--- config.mk ---
export PLATFORM = sky130hd
export DESIGN_NAME = seven_seg_mux
export DESIGN_NICKNAME = d
export VERILOG_FILES = /design/src/rtl/seven_seg_pkg.sv /design/src/rtl/seven_seg_mux_hex_to_seg.sv /design/src/rtl/seven_seg_mux.sv
export SDC_FILE = /design/constraint.sdc
export NUM_CORES = 1
export LEC_CHECK = 0
export CAP_MARGIN = 20
export CORE_UTILIZATION = 45
export DETAILED_ROUTE_END_ITERATION = 10
export PLACE_DENSITY = 0.66
export SYNTH_ARGS = -nofsm -noshare
export SYNTH_HDL_FRONTEND = slang
export SYNTH_SLANG_ARGS = --single-unit
--- constraint.sdc ---
create_clock -name clk -period 3.9 [get_ports clk]
set_input_delay 0.78 -clock clk [delete_from_list [all_inputs] [get_ports clk]]
set_output_delay 0.78 -clock clk [all_outputs]
set_load 0.1 [all_outputs]
--- src/rtl/seven_seg_pkg.sv ---
// seven_seg_pkg: hex segment table and FSM state encoding shared by the display mux.
package seven_seg_pkg;
    localparam logic [1:0] S_LS_ON  = 2'd0;
    localparam logic [1:0] S_LS_OFF = 2'd1;
    localparam logic [1:0] S_MS_ON  = 2'd2;
    localparam logic [1:0] S_MS_OFF = 2'd3;
    // Active-high gfedcba, index 0 first.
    localparam logic [0:15][6:0] SEG_TABLE = {
        7'h3F, 7'h06, 7'h5B, 7'h4F, 7'h66, 7'h6D, 7'h7D, 7'h07,
        7'h7F, 7'h6F, 7'h77, 7'h7C, 7'h39, 7'h5E, 7'h79, 7'h71
    };
endpackage

--- src/rtl/seven_seg_mux_hex_to_seg.sv ---
// hex_to_seg: combinational hex nibble to active-high gfedcba segment lookup.
module hex_to_seg
    import seven_seg_pkg::*;
(
    input  logic [3:0] i_nibble,
    output logic [6:0] o_seg
);
    assign o_seg = SEG_TABLE[i_nibble];
endmodule

--- src/rtl/seven_seg_mux.sv ---
// seven_seg_mux: two-digit time-multiplexed seven-segment driver with dead time and MS leading-zero blanking.
module seven_seg_mux
    import seven_seg_pkg::*;
#(
    parameter int ON_CYCLES      = 6000,
    parameter int DEAD_CYCLES    = 60,
    parameter bit SEG_ACTIVE_LOW = 1,
    parameter bit DIG_ACTIVE_LOW = 1
) (
    input  logic       clk,
    input  logic       rst,
    input  logic [3:0] nibbleMS,
    input  logic [3:0] nibbleLS,
    input  logic       blank_lz,
    output logic [6:0] seg,
    output logic [1:0] dig
);
    localparam int MAXC = ON_CYCLES > DEAD_CYCLES ? ON_CYCLES : DEAD_CYCLES;
    localparam int CW = MAXC > 1 ? $clog2(MAXC) : 1;
    localparam logic [CW-1:0] ON_LD = CW'(ON_CYCLES - 1);
    localparam logic [CW-1:0] DEAD_LD = CW'(DEAD_CYCLES > 0 ? DEAD_CYCLES - 1 : 0);
    localparam bit NO_DEAD = DEAD_CYCLES == 0;
    localparam logic [6:0] SEG_POL = SEG_ACTIVE_LOW ? 7'h7F : 7'h00;
    localparam logic [1:0] DIG_POL = DIG_ACTIVE_LOW ? 2'b11 : 2'b00;

    logic [1:0]    r_state;
    logic [CW-1:0] r_cnt;
    logic [3:0]    r_ls;
    logic [3:0]    r_ms;
    logic          r_blank;
    logic          w_done;
    logic [1:0]    w_next;
    logic [3:0]    w_ls;
    logic [3:0]    w_ms;
    logic          w_blank;
    logic          w_on_ls;
    logic          w_on_ms;
    logic [3:0]    w_nib;
    logic [6:0]    w_seg;

    // Outputs are computed from the state being entered so they register in step with it.
    always_comb begin
        w_done  = r_cnt == '0;
        w_next  = !w_done ? r_state :
                  r_state == S_LS_ON  ? (NO_DEAD ? S_MS_ON : S_LS_OFF) :
                  r_state == S_LS_OFF ? S_MS_ON :
                  r_state == S_MS_ON  ? (NO_DEAD ? S_LS_ON : S_MS_OFF) : S_LS_ON;
        w_ls    = (w_done && w_next == S_LS_ON) ? nibbleLS : r_ls;
        w_ms    = (w_done && w_next == S_MS_ON) ? nibbleMS : r_ms;
        w_blank = (w_done && w_next == S_MS_ON) ? blank_lz : r_blank;
        w_on_ls = w_next == S_LS_ON;
        w_on_ms = w_next == S_MS_ON && !(w_blank && w_ms == 4'h0);
        w_nib   = w_on_ls ? w_ls : w_ms;
    end

    hex_to_seg u_hex (
        .i_nibble(w_nib),
        .o_seg   (w_seg)
    );

    always_ff @(posedge clk) begin
        if (rst) begin
            r_state <= S_MS_OFF;
            r_cnt   <= '0;
            r_ls    <= '0;
            r_ms    <= '0;
            r_blank <= 1'b0;
            seg     <= SEG_POL;
            dig     <= DIG_POL;
        end else begin
            r_state <= w_next;
            r_cnt   <= !w_done ? r_cnt - 1'b1 :
                       (w_next == S_LS_ON || w_next == S_MS_ON) ? ON_LD : DEAD_LD;
            r_ls    <= w_ls;
            r_ms    <= w_ms;
            r_blank <= w_blank;
            seg     <= ((w_on_ls || w_on_ms) ? w_seg : 7'h00) ^ SEG_POL;
            dig     <= {w_on_ms, w_on_ls} ^ DIG_POL;
        end
    end
endmodule

After elaboration in Yosys (flattened, before gate mapping)

Memories as Yosys holds them, arrays and structs flattened.
Index checks and enable logic that the tools add are counted.

Logic and storage cells: 40
Bits in registers: 33
Output and inout port bits: 9
Memories: 1
Bits in read-only memories: 112
Input bits: 11

Memories:

| name             | words | bits a word | rd ports | clocked after Yosys merged registers in | write ports | line                          | source |
|---|---|---|---|---|---|---|---|
| (name not given) | 16    | 7           | 1        | 0                                       | 0           | seven_seg_mux_hex_to_seg.sv:8 | `assign o_seg = SEG_TABLE[i_nibble];` |

Reduce and logical (&&, ||, !) cells: 11
$lt $le $gt $ge: 1
Equal/unequal tests: 3
Bitwise gates (word level): 3
Add/subtract/negate cells: 1
Mux-type cells: 13

Operators with widths:

| operator                                                              | count |
|---|---|
| 13-bit two-way mux                                                    | 2 |
| 7-bit two-way mux                                                     | 3 |
| 13-bit zero test                                                      | 1 |
| 13-bit by 1-bit subtractor with 13-bit output (second input constant) | 1 |
| 4-bit two-way mux                                                     | 3 |
| 2-bit two-way mux                                                     | 4 |
| 7-bit inverter                                                        | 1 |
| 5-bit >= comparator (second input constant)                           | 1 |
| 4-bit inverter with 5-bit output                                      | 1 |
| 2-bit == test (second input constant)                                 | 2 |
| 1-bit logical AND                                                     | 4 |
| 2-bit zero test                                                       | 2 |
| 4-bit zero test                                                       | 1 |
| 2-bit by 1-bit == test with 1-bit output (second input constant)      | 1 |
| 1-bit logical OR                                                      | 2 |
| 2-bit inverter                                                        | 1 |
| 1-bit zero test                                                       | 1 |
| 1-bit two-way mux                                                     | 1 |

Longest topological paths before layout

Gate-level depths: netlist of the first run.

Depth in word-level cells: 15
Mapped depth: 12
Gate-level depth less buffers: 11

Hierarchy

Synthesis of the first run repeated with hierarchy kept, for this count alone.

Cell total of the unflattened synthesis: 176
Area, all modules: 1662.8 um2

Modules (own cells, without submodules):

| module        | sequential area each (um2) | area an instance (um2) | cells an instance | times used |
|---|---|---|---|---|
| seven_seg_mux | 660.6                      | 1380.1                 | 143               | 1 |
| hex_to_seg    | 0.0                        | 282.8                  | 33                | 1 |

Least setup slack after synthesis of the first run

OpenSTA, ideal clock, no wires.

Kind: register to register
Start point: reg r_cnt[0]
End point: reg seg[3]
Data required time: 3.783 ns
Path slack: 1.016 ns
Data arrival time: 2.768 ns
Stages on the path, launching flop included: 11
Path buffers: 0
Clock period less this slack: 2.884 ns
Setup time: 0.117 ns
Path through: dfxtp_1 -> inv_1 -> ha_1 -> or4b_1 -> nor4_4 -> o32ai_1 -> a21oi_1 -> inv_1 -> ha_1 -> mux2_1 -> o22a_1

Word-level cells in the longest chain between the ends: 12
Elaborated cells between the ends (all ways): 21
Those cells by class: eq/ne: 1; mux: 8; bitwise: 2; reduce/logical: 9; memory: 1

Ends and longest elaborated chain:

| element                                                                                            | line                                                          | source |
|---|---|---|
| start: declaration                                                                                 | seven_seg_mux.sv:27                                           | `logic [CW-1:0] r_cnt;` |
| start signal: assignment                                                                           | seven_seg_mux.sv:72                                           | `r_cnt <= !w_done ? r_cnt - 1'b1 :` |
| 13-bit zero test *                                                                                 | seven_seg_mux.sv:43                                           | `w_done = r_cnt == '0;` |
| 2-bit two-way mux                                                                                  | seven_seg_mux.sv:44                                           | `w_next = !w_done ? r_state :` |
| 2-bit == test / 2-bit zero test (equally long branches)                                            | --                                                            |  |
| 1-bit logical AND (on tied branches)                                                               | seven_seg_mux.sv:49, seven_seg_mux.sv:50, seven_seg_mux.sv:48 |  |
| 4-bit two-way mux (on tied branches)                                                               | seven_seg_mux.sv:49, seven_seg_mux.sv:48                      |  |
| 4-bit two-way mux / 4-bit zero test (equally long branches)                                        | seven_seg_mux.sv:53, seven_seg_mux.sv:52                      |  |
| 4-bit inverter with 5-bit output (not written as such) / 1-bit logical AND (equally long branches) | seven_seg_mux_hex_to_seg.sv:8, seven_seg_mux.sv:52            |  |
| memory 16 x 7 bit / 1-bit zero test (equally long branches)                                        | --                                                            |  |
| 7-bit two-way mux (not written as such) / 1-bit logical AND (equally long branches)                | seven_seg_mux_hex_to_seg.sv:8, seven_seg_mux.sv:52            |  |
| 7-bit two-way mux (not written as such) / 1-bit logical OR (equally long branches)                 | seven_seg_mux_hex_to_seg.sv:8, seven_seg_mux.sv:77            |  |
| 7-bit two-way mux *                                                                                | seven_seg_mux.sv:77                                           | `seg <= ((w_on_ls \|\| w_on_ms) ? w_seg : 7'h00) ^ SEG_POL;` |
| 7-bit inverter (no source line) *                                                                  | --                                                            |  |
| end signal: assignment                                                                             | seven_seg_mux.sv:77                                           |  |
| end: declaration                                                                                   | seven_seg_mux.sv:15                                           | `output logic [6:0] seg,` |

Mark *: on every way between the ends. The rest lies on a longest branch, timed or not. The select of a mux whose other input is x is not followed.
A chain may end at the register's enable or synchronous reset.

Final worst setup path of the first run

Same ends and word-level chain as after synthesis.

==> qor.yml, run 1 <==
outcome:
  status: "finished clean"
die:
  io_pins: 20
  core_um2: 3660
  rows: 22
  dieArea_um2: 4070
  dieWidth_um: 63.8
  die_y_um: 63.8
  start_util_pct: 47.0
grt:
  grt_start_max_net_pins: 19
  globalRouteOverflowTotal: 0
  grt_pass1_wl_um: 5880
  grt_pass1_vias: 1345
  antenna_found_initial: 0
  grt.total_usage_pct: 19.0
timing:
  drv_slew: 0
  grt_setup_unrepaired: "false"
  setup_viol: 0
  skew_ns: 0.0106
  slew-limit-headroom_pct: 35.3
  max_freq_mhz: 308
  hold_violations: 0
  min_period_ns: 3.25
  fin_ws_ns: 0.650
  tightestPinTransition_ns: 0.967
  finalCritPeriodShare_pct: 83.3
  whs_ns: 0.502
  setup_tns_ns: 0
final_layout:
  nFillCells: 344
  drive_gt1_share_pct: 8.37
  final_cell_count_no_fill: 251
  design_area_um2: 2040
  seq_area_um2: 661
  area_growth_pct: 18.6
  mostFrequentLayoutCells: "33 x dfxtp_1, 23 x nor2_1, 20 x mux2i_1, 19 x clkdlybuf4s50_1, 13 x nand2_1"
  post-route-util_pct: 55.7
  nNetsFinal: 223
  multi_input_area_um2: 1000
  diodes: 0
  final_common_cell: "dfxtp_1"
worst_setup_path:
  end_kind: "register"
  cp.arrival_ns: 3.43
  worstSetupStartpointType: "register"
  required_ns: 4.08
  worstPathMaxFanout: 10
  path_class: "register to register"
synthesis:
  ys.flop_type: "dfxtp_1"
  syn_inst: 180
  synthMuxAreaShare_pct: 14.7
  synth_top_family_by_area: "simple AND/OR/NAND/NOR gates"
  synth-seq-area-share_pct: 38.4
  ys_ff_latch: 33
  synth_compound_area_share_pct: 10.3
  synth_edf_count: 0
  synth_cell_types: 42
  synth_xor_area_share_pct: 6.62
  async_flop_share_pct: 0
  netlist_area_um2: 1720
  syn_nets: 200
  synth.avg_cell_area_um2: 9.55
  synthSimpleGateAreaFrac_pct: 20.0
  post_synth_fa_ha_maj_area_fraction_pct: 6.55
  ys_warn_count: 0
pwr:
  switching_power_mw: 0.888
  clockPowerShare_pct: 13.5
  powerDensity_nw_per_um2: 915
  switching_share_pct: 47.6
  ir_drop_mv: 0.578
  pwr-share-comb_pct: 57.6
  seqPwrFrac_pct: 28.9
  p_int_mw: 0.978
  p_leak_nw: 0.867
  power_mw: 1.87
routing:
  wl_um: 3400
  route.detailed.drc: 0
  wl_per_cell_um: 13.5
  drt-initial-drc-count: 42
  num_vias: 1351
  drt.antenna.violating_nets: 0
  vias_per_cell: 5.38
  drtPass1Iterations: 4
placed_design:
  gp_congestion: 0.887
  dp.cells: 244
  dp_hpwl_um: 2640
  portBuffers: 19
  place_ws_ns: 0.684
  dpl_cell_area_um2: 1950
clock_network:
  worstSkewPairLatency_ns: 0.28
  htree_levels: 2
  cts_repair_resize_count: 0
  clock-root-buffer: "clkbuf_8"
  ctsHoldBuffers: 0
  path_clk_slew_ns: 0.06
  clk_path_buf_depth: 2
  postCtsSetupRepairBufs: 0
  cts_sinks: 33
  cts_buffers: 5
  tritoncts: "built"
min_path:
  hp-class: "register to register"
flow_run:
  drv_cap: 0
[critical path: stages, from the launching register on]
cell	delay, ns
dfxtp_1	0.34
inv_1	0.07
ha_1	0.22
or4b_1	0.53
nor4_4	0.53
o32ai_1	0.15
a21oi_1	0.37
inv_1	0.18
ha_1	0.25
mux2_1	0.31
o22a_1	0.21
[state kept, by name, summed over array words and instances (netlist names)]
name / count
dig: 2
r_state: 2
r_blank: 1
r_ls: 4
seg: 7
r_cnt: 13
r_ms: 4
[cell families (layout without fill, tap and decap cells)]
family,Yosys count,after routing
AO/OA/AOI/OAI,24,24
XOR/XNOR,13,13
adder cells (fa/ha/maj),9,9
buffers and inverters,13,36
flip-flops,33,33
multiplexers,24,24
AND/OR/NAND/NOR,64,64
[cells in the mapped netlist (2+ instances only)]
cell type   n  area [um^2]
xnor2_1     5         43.8
o31ai_1     2         15.0
xor2_1      8         70.1
nand4_1     2         12.5
mux2_4      2         30.0
nor4b_1     2         17.5
a21oi_1     6         30.0
o21ai_0     2         10.0
nor3_1      6         30.0
nor2_1     23         86.3
nand3_1     2         10.0
mux2i_1    20          200
a211oi_1    2         15.0
inv_1       9         33.8
or4_4       3         33.8
dfxtp_1    33          661
nand2_1    13         48.8
nor4_1      4         25.0
ha_1        9          113
o32ai_1     2         17.5
or3_1       3         18.8
o221ai_1    2         17.5
[final timing paths]
kind,endpoint,slack (ns),startpoint,cells past startpoint
worst max-delay path,seg[3],0.65,r_cnt[0],10
worst min-delay path,r_cnt[0],0.50,r_cnt[0],1
worst max register to register,seg[3],0.65,r_cnt[0],10
worst min register to register,r_cnt[0],0.50,r_cnt[0],1
[per-layer routing]
| metal | vias to the layer above | wire, um | track usage, % |
|---|---|---|---|
| met3 | 7 | 115 | 5.54 |
| met2 | 21 | 1740 | 33.0 |
| met5 | - | 0 | 0 |
| met4 | 0 | 67 | 9.94 |
| met1 | 631 | 1480 | 20.9 |
| li1 | 692 | - | - |
[final cells by class]
cell class	instances	area share, %
Multi-Input combinational cell	134	49.1
Sequential cell	33	32.4
Tap cell	48	2.94
Clock buffer	7	4.23
Inverter	9	1.66
Timing Repair Buffer	20	9.69
[power groups by stage]
stage | combinational [mW] | sequential (mW) | clock (mW)
floorplan | 0.635 | 0.783 | 0
global placement | 1.06 | 0.538 | 0
detailed placement | 1.07 | 0.545 | 0
CTS | 1.08 | 0.538 | 0.262
global route | 1.17 | 0.551 | 0.276
finish | 1.08 | 0.539 | 0.253
No activity file was read; power rests on OpenSTA's default activity.
==> inputs of run 2 (changes only) <==
PLACE_DENSITY = 0.69   (was 0.66)
clock period = 2.85 ns   (was 3.9 ns; I/O delays follow)
==> qor.yml, run 2 (synthesis gave the netlist of run 1 again) <==
grt:
  grt.total_usage_pct: 21.0  # +2.0 points
  globalRouteOverflowTotal: 0  # unchanged
  grt_pass1_wl_um: 6490  # +10%
  grt_start_max_net_pins: 18  # -1
  antenna_found_initial: 0  # unchanged
  grt_pass1_vias: 1449  # +7.7%
routing:
  vias_per_cell: 5.43  # +0.92%
  drtPass1Iterations: 4  # unchanged
  drt-initial-drc-count: 51  # +21%
  drt.antenna.violating_nets: 0  # unchanged
  wl_um: 3740  # +10%
  wl_per_cell_um: 14.2  # +4.7%
  num_vias: 1434  # +6.1%
  route.detailed.drc: 0  # unchanged
placed_design:
  portBuffers: 19  # unchanged
  dp_hpwl_um: 2870  # +8.6%
  dp.cells: 255  # +4.5%
  place_ws_ns: 0.00527  # -0.679 ns
  gp_congestion: 0.907  # +2.3%
die:
  die_y_um: 63.8  # unchanged
  dieWidth_um: 63.8  # unchanged
  rows: 22  # unchanged
  io_pins: 20  # unchanged
  start_util_pct: 47.0  # unchanged
  core_um2: 3660  # unchanged
  dieArea_um2: 4070  # unchanged
worst_setup_path:
  worstSetupStartpointType: "register"
  cp.arrival_ns: 2.92  # -0.51 ns
  crit_chain: "inv_1 > ha_4 > or4b_4 > nor4_4 > buf_4 > o32ai_2 > a21oi_2 > inv_2 > ha_1 > mux2_1 > o22a_1"
  required_ns: 3.03  # -1.05 ns
  end_kind: "register"
  worst-path-buf-inv: 3  # +1
  slowest_delay_ns: 0.48  # -0.05 ns
  worstPathMaxFanout: 6  # -4
  r2r-start: "r_cnt[0]"
  path_class: "register to register"
  crit_start: "r_cnt[0]"
  slowest_stage: "or4b_4"
  cpLargestDelayFamily: "simple AND/OR/NAND/NOR gates"
final_layout:
  regMostFlops: "r_cnt"
  area_growth_pct: 25.5
  mostFrequentLayoutCells: "33 x dfxtp_1, 23 x nor2_1, 23 x buf_4, 20 x mux2i_1, 13 x nand2_1"
  reg_top3: "r_cnt x13, seg x7"
  largest_reg_flops: 13  # unchanged
  final_common_cell: "dfxtp_1"
  drive_gt1_share_pct: 23.1  # +15 points
  nNetsFinal: 236  # +5.8%
  final_cell_count_no_fill: 264  # +5.2%
  diodes: 0  # unchanged
clock_network:
  path_clk_slew_ns: 0.07  # about the same
  clk_path_buf_depth: 2  # unchanged
  cts_buffers: 5  # unchanged
  htree_levels: 2  # unchanged
  clock-root-buffer: "clkbuf_8"
  tritoncts: "built"
  worstSkewPairLatency_ns: 0.28  # about the same
  cts_sinks: 33  # unchanged
min_path:
  hp-class: "register to register"
  min_from: "r_cnt[0]"
timing:
  tightestPinTransition_ns: 0.538  # -0.429 ns
  setup_viol: 0  # unchanged
  fin_ws_ns: 0.107  # -0.543 ns
  skew_ns: 0.00694  # -0.00364 ns
  drv_slew: 0  # unchanged
  hold_violations: 0  # unchanged
  slew-limit-headroom_pct: 63.8  # +28 points
  min_period_ns: 2.74  # -0.507 ns
  finalCritPeriodShare_pct: 96.2  # +13 points
  max_freq_mhz: 365  # +18%
pwr:
  p_int_mw: 1.44  # +47%
  ir_drop_mv: 0.648  # +12%
  switching_share_pct: 47.0  # -0.59 points
  clockPowerShare_pct: 13.0  # -0.5 points
  seqPwrFrac_pct: 27.3  # -1.6 points
  switching_power_mw: 1.27  # +43%
  p_leak_nw: 0.929  # +7.1%
  powerDensity_nw_per_um2: 1260  # +37%
  pwr-share-comb_pct: 59.7  # +2.1 points
flow_run:
  drv_cap: 0  # unchanged
outcome:
  status: "finished clean"
-- run 2: changes by cell type in the layout (fill, tap and decap cells not counted), moves of 2 or more --
cell,previous run,this run
inv_1,9,7
buf_4,1,23
ha_1,9,6
ha_2,0,2
a21oi_2,0,2
a21oi_1,6,4
inv_2,0,2
clkdlybuf4s50_1,19,10
-- run 2: final cells by class --
type                       count  area [um^2]
timing repair buffer          33          273
inverter                       9         33.8
clock buffer                   7         86.3
fill                         307         1500
sequential                    33          661
multi-input combinational    134         1040
tap                           48         60.1
-- run 2: what timing repair did --
item,CTS,global route
gates resized for setup,1,3
endpoints found under the hold margin,0,0
pin swaps,1,2
hold buffers,0,0
setup buffers,0,2
endpoints found under the setup margin,2,5
-- run 2: path summary, 6_finish.rpt --
path,endpoint,slack [ns],cells past startpoint
worst max-delay path,seg[3],0.11,11
worst min-delay path,r_cnt[0],0.51,1
worst min register to register,r_cnt[0],0.51,1
worst max register to register,seg[3],0.11,11
-- run 2: metrics by stage --
stage                     utilization [%]  hold WS [ns]  power, mW  setup TNS (ns)  area, um^2
after CTS                            58.3         0.509       2.70               0        2130
final                                59.0         0.509       2.71               0        2160
after floorplan                         -         0.459       1.98               0        1750
after global placement               55.9         0.474       2.28               0        2050
after global routing                 59.0         0.558       2.91         -0.0110        2160
after detailed placement             55.9         0.494       2.34               0        2050
-- run 2: power groups by stage --
stage                     sequential [mW]  clock, mW  combinational [mW]
after floorplan                      1.07          0               0.905
after global placement              0.737          0                1.55
after detailed placement            0.745          0                1.59
after CTS                           0.737      0.364                1.60
after global routing                0.757      0.392                1.76
final                               0.740      0.351                1.62
-- run 2: per-layer routing --
| metal | track usage, % | wire length (um) |
|---|---|---|
| met1 | 23.9 | 1640 |
| met2 | 35.5 | 1910 |
| met3 | 6.07 | 100 |
| met4 | 10.5 | 97 |
| met5 | 0 | 0 |
==> inputs of run 3 (changes only) <==
PLACE_DENSITY = 0.76   (was 0.69)
==> qor.yml, run 3 (synthesis gave the netlist of run 1 again) <==
worst_setup_path:
  r2r-start: "r_state[0]"
  rrSetupSlack_ns: 0.16  # +0.05 ns
  r2r-end: "seg[3]"
  crit_chain: "inv_1 > ha_1 > nor4b_2 > nand4_1 > buf_4 > mux2i_1 > a21oi_2 > inv_2 > ha_1 > mux2_1 > o22a_1"
  slowest_delay_ns: 0.34  # -0.14 ns
  rr_worst_depth: 11  # unchanged
  worstSetupStartpointType: "register"
  required_ns: 3.03  # about the same
  cp.arrival_ns: 2.88  # -0.04 ns
  cpMostUsedCell: "ha_1"
  slowest_stage: "dfxtp_1"
  worstPathMaxFanout: 7  # +1
  path_class: "register to register"
  crit_start: "r_state[0]"
  crit_end: "seg[3]"
  end_kind: "register"
pwr:
  p_leak_nw: 0.926  # -0.32%
  switching_share_pct: 47.4  # +0.35 points
  p_int_mw: 1.43  # -0.68%
  seqPwrFrac_pct: 27.1  # -0.2 points
  powerDensity_nw_per_um2: 1250  # about the same
  switching_power_mw: 1.28  # +0.73%
  pwr-share-comb_pct: 59.8  # about the same
  ir_drop_mv: 0.689  # +6.4%
  clockPowerShare_pct: 13.1  # about the same
  power_mw: 2.71  # about the same
final_layout:
  reg_top3: "r_cnt x13, seg x7"
  final_common_cell: "dfxtp_1"
  final_cell_count_no_fill: 265  # +0.38%
  regMostFlops: "r_cnt"
  nNetsFinal: 236  # unchanged
  mostFrequentLayoutCells: "33 x dfxtp_1, 23 x nor2_1, 23 x buf_4, 20 x mux2i_1, 13 x nand2_1"
  drive_gt1_share_pct: 22.6  # -0.57 points
  diodes: 0  # unchanged
  post-route-util_pct: 59.0  # about the same
  nFillCells: 335  # +9.1%
  area_growth_pct: 25.6  # about the same
  seq_area_um2: 661  # unchanged
  largest_reg_flops: 13  # unchanged
  multi_input_area_um2: 1040  # -0.36%
die:
  rows: 22  # unchanged
  start_util_pct: 47.0  # unchanged
  io_pins: 20  # unchanged
  dieWidth_um: 63.8  # unchanged
  die_y_um: 63.8  # unchanged
  core_um2: 3660  # unchanged
  dieArea_um2: 4070  # unchanged
grt:
  globalRouteOverflowTotal: 0  # unchanged
  antenna_found_initial: 0  # unchanged
  grt_pass1_wl_um: 5950  # -8.2%
  grt_start_max_net_pins: 19  # +1
  grt.total_usage_pct: 19.0  # -2.0 points
  grt_pass1_vias: 1317  # -9.1%
placed_design:
  dp_hpwl_um: 2500  # -13%
  dp.cells: 254  # -0.39%
  gp_congestion: 0.862  # -5.0%
  portBuffers: 19  # unchanged
timing:
  min_period_ns: 2.69  # -0.0505 ns
  tightestPinTransition_ns: 0.581  # +0.0438 ns
  max_freq_mhz: 371  # +1.9%
  skew_ns: 0.00849  # +0.00154 ns
  setup_tns_ns: 0  # unchanged
  setup_viol: 0  # unchanged
  finalCritPeriodShare_pct: 94.5  # -1.8 points
  whs_ns: 0.508  # -0.000908 ns
  drv_slew: 0  # unchanged
  slew-limit-headroom_pct: 60.8  # -2.9 points
  hold_violations: 0  # unchanged
clock_network:
  clock-root-buffer: "clkbuf_8"
  cts_sinks: 33  # unchanged
  cts_buffers: 5  # unchanged
  htree_levels: 2  # unchanged
  tritoncts: "built"
  ctsHoldBuffers: 0  # unchanged
  worstSkewPairLatency_ns: 0.29  # about the same
  path_clk_slew_ns: 0.07  # about the same
  clk_path_buf_depth: 2  # unchanged
routing:
  num_vias: 1397  # -2.6%
  route.detailed.drc: 0  # unchanged
  drt-initial-drc-count: 46  # -9.8%
  drtPass1Iterations: 4  # unchanged
  vias_per_cell: 5.27  # -2.9%
  drt.antenna.violating_nets: 0  # unchanged
  wl_um: 3440  # -8.0%
  wl_per_cell_um: 13.0  # -8.4%
min_path:
  hp-class: "register to register"
outcome:
  status: "finished clean"
flow_run:
  drv_cap: 0  # unchanged
run 3: worst max-delay path, delay by kind of cell, from the launching register on:
family / cells / cell delay (ns)
fa+ha+maj: 2 / 0.57
compound gates: 2 / 0.46
mux: 2 / 0.46
buf+inv: 3 / 0.39
simple gates: 2 / 0.36
flops: 1 / 0.34
run 3: final cells by class:
cell class	instances	area share, %
Timing Repair Buffer	33	12.6
Tap cell	48	2.78
Clock inverter	3	1.04
Inverter	9	1.56
Clock buffer	5	3.19
Sequential cell	33	30.6
Multi-Input combinational cell	134	48.2
run 3: layer usage:
layer / share of wire [%] / vias up / track usage (%)
met5: 0 / - / 0
met4: 1.7 / 0 / 8.81
li1: - / 719 / -
met1: 47 / 650 / 23.2
met2: 49 / 21 / 31.0
met3: 2.7 / 7 / 5.00
run 3: worst min-delay path by stage:
stage	from	to	slack (ns)	cells after the start
finish	r_ls[1]	r_ls[1]	0.51	2
CTS	r_ls[1]	r_ls[1]	0.51	2
global placement	r_blank	r_blank	0.48	2
floorplan	r_cnt[0]	r_cnt[0]	0.46	1
global route	r_ls[1]	r_ls[1]	0.55	2
detailed placement	r_ls[1]	r_ls[1]	0.49	2
run 3: power by group through the flow:
stage	combinational, mW	sequential (mW)	clock [mW]
6_report	1.62	0.735	0.354
5_1_grt	1.76	0.760	0.384
3_5_place_dp	1.57	0.743	0
2_1_floorplan	0.905	1.07	0
4_1_cts	1.57	0.734	0.363
3_3_place_gp	1.55	0.738	0
run 3: repair_timing:
action                                  4_1_cts  5_1_grt
buffers inserted                              0        3
endpoints found under the setup margin        0        7
gates resized for setup                       0        1
run 3: through the flow:
step / instance area (um^2) / setup WS (ns)
floorplan: 1750 / 0.0181
global placement: 2040 / 0.101
detailed placement: 2040 / 0.0485
CTS: 2130 / 0.0232
global route: 2160 / -0.00662
finish: 2160 / 0.157
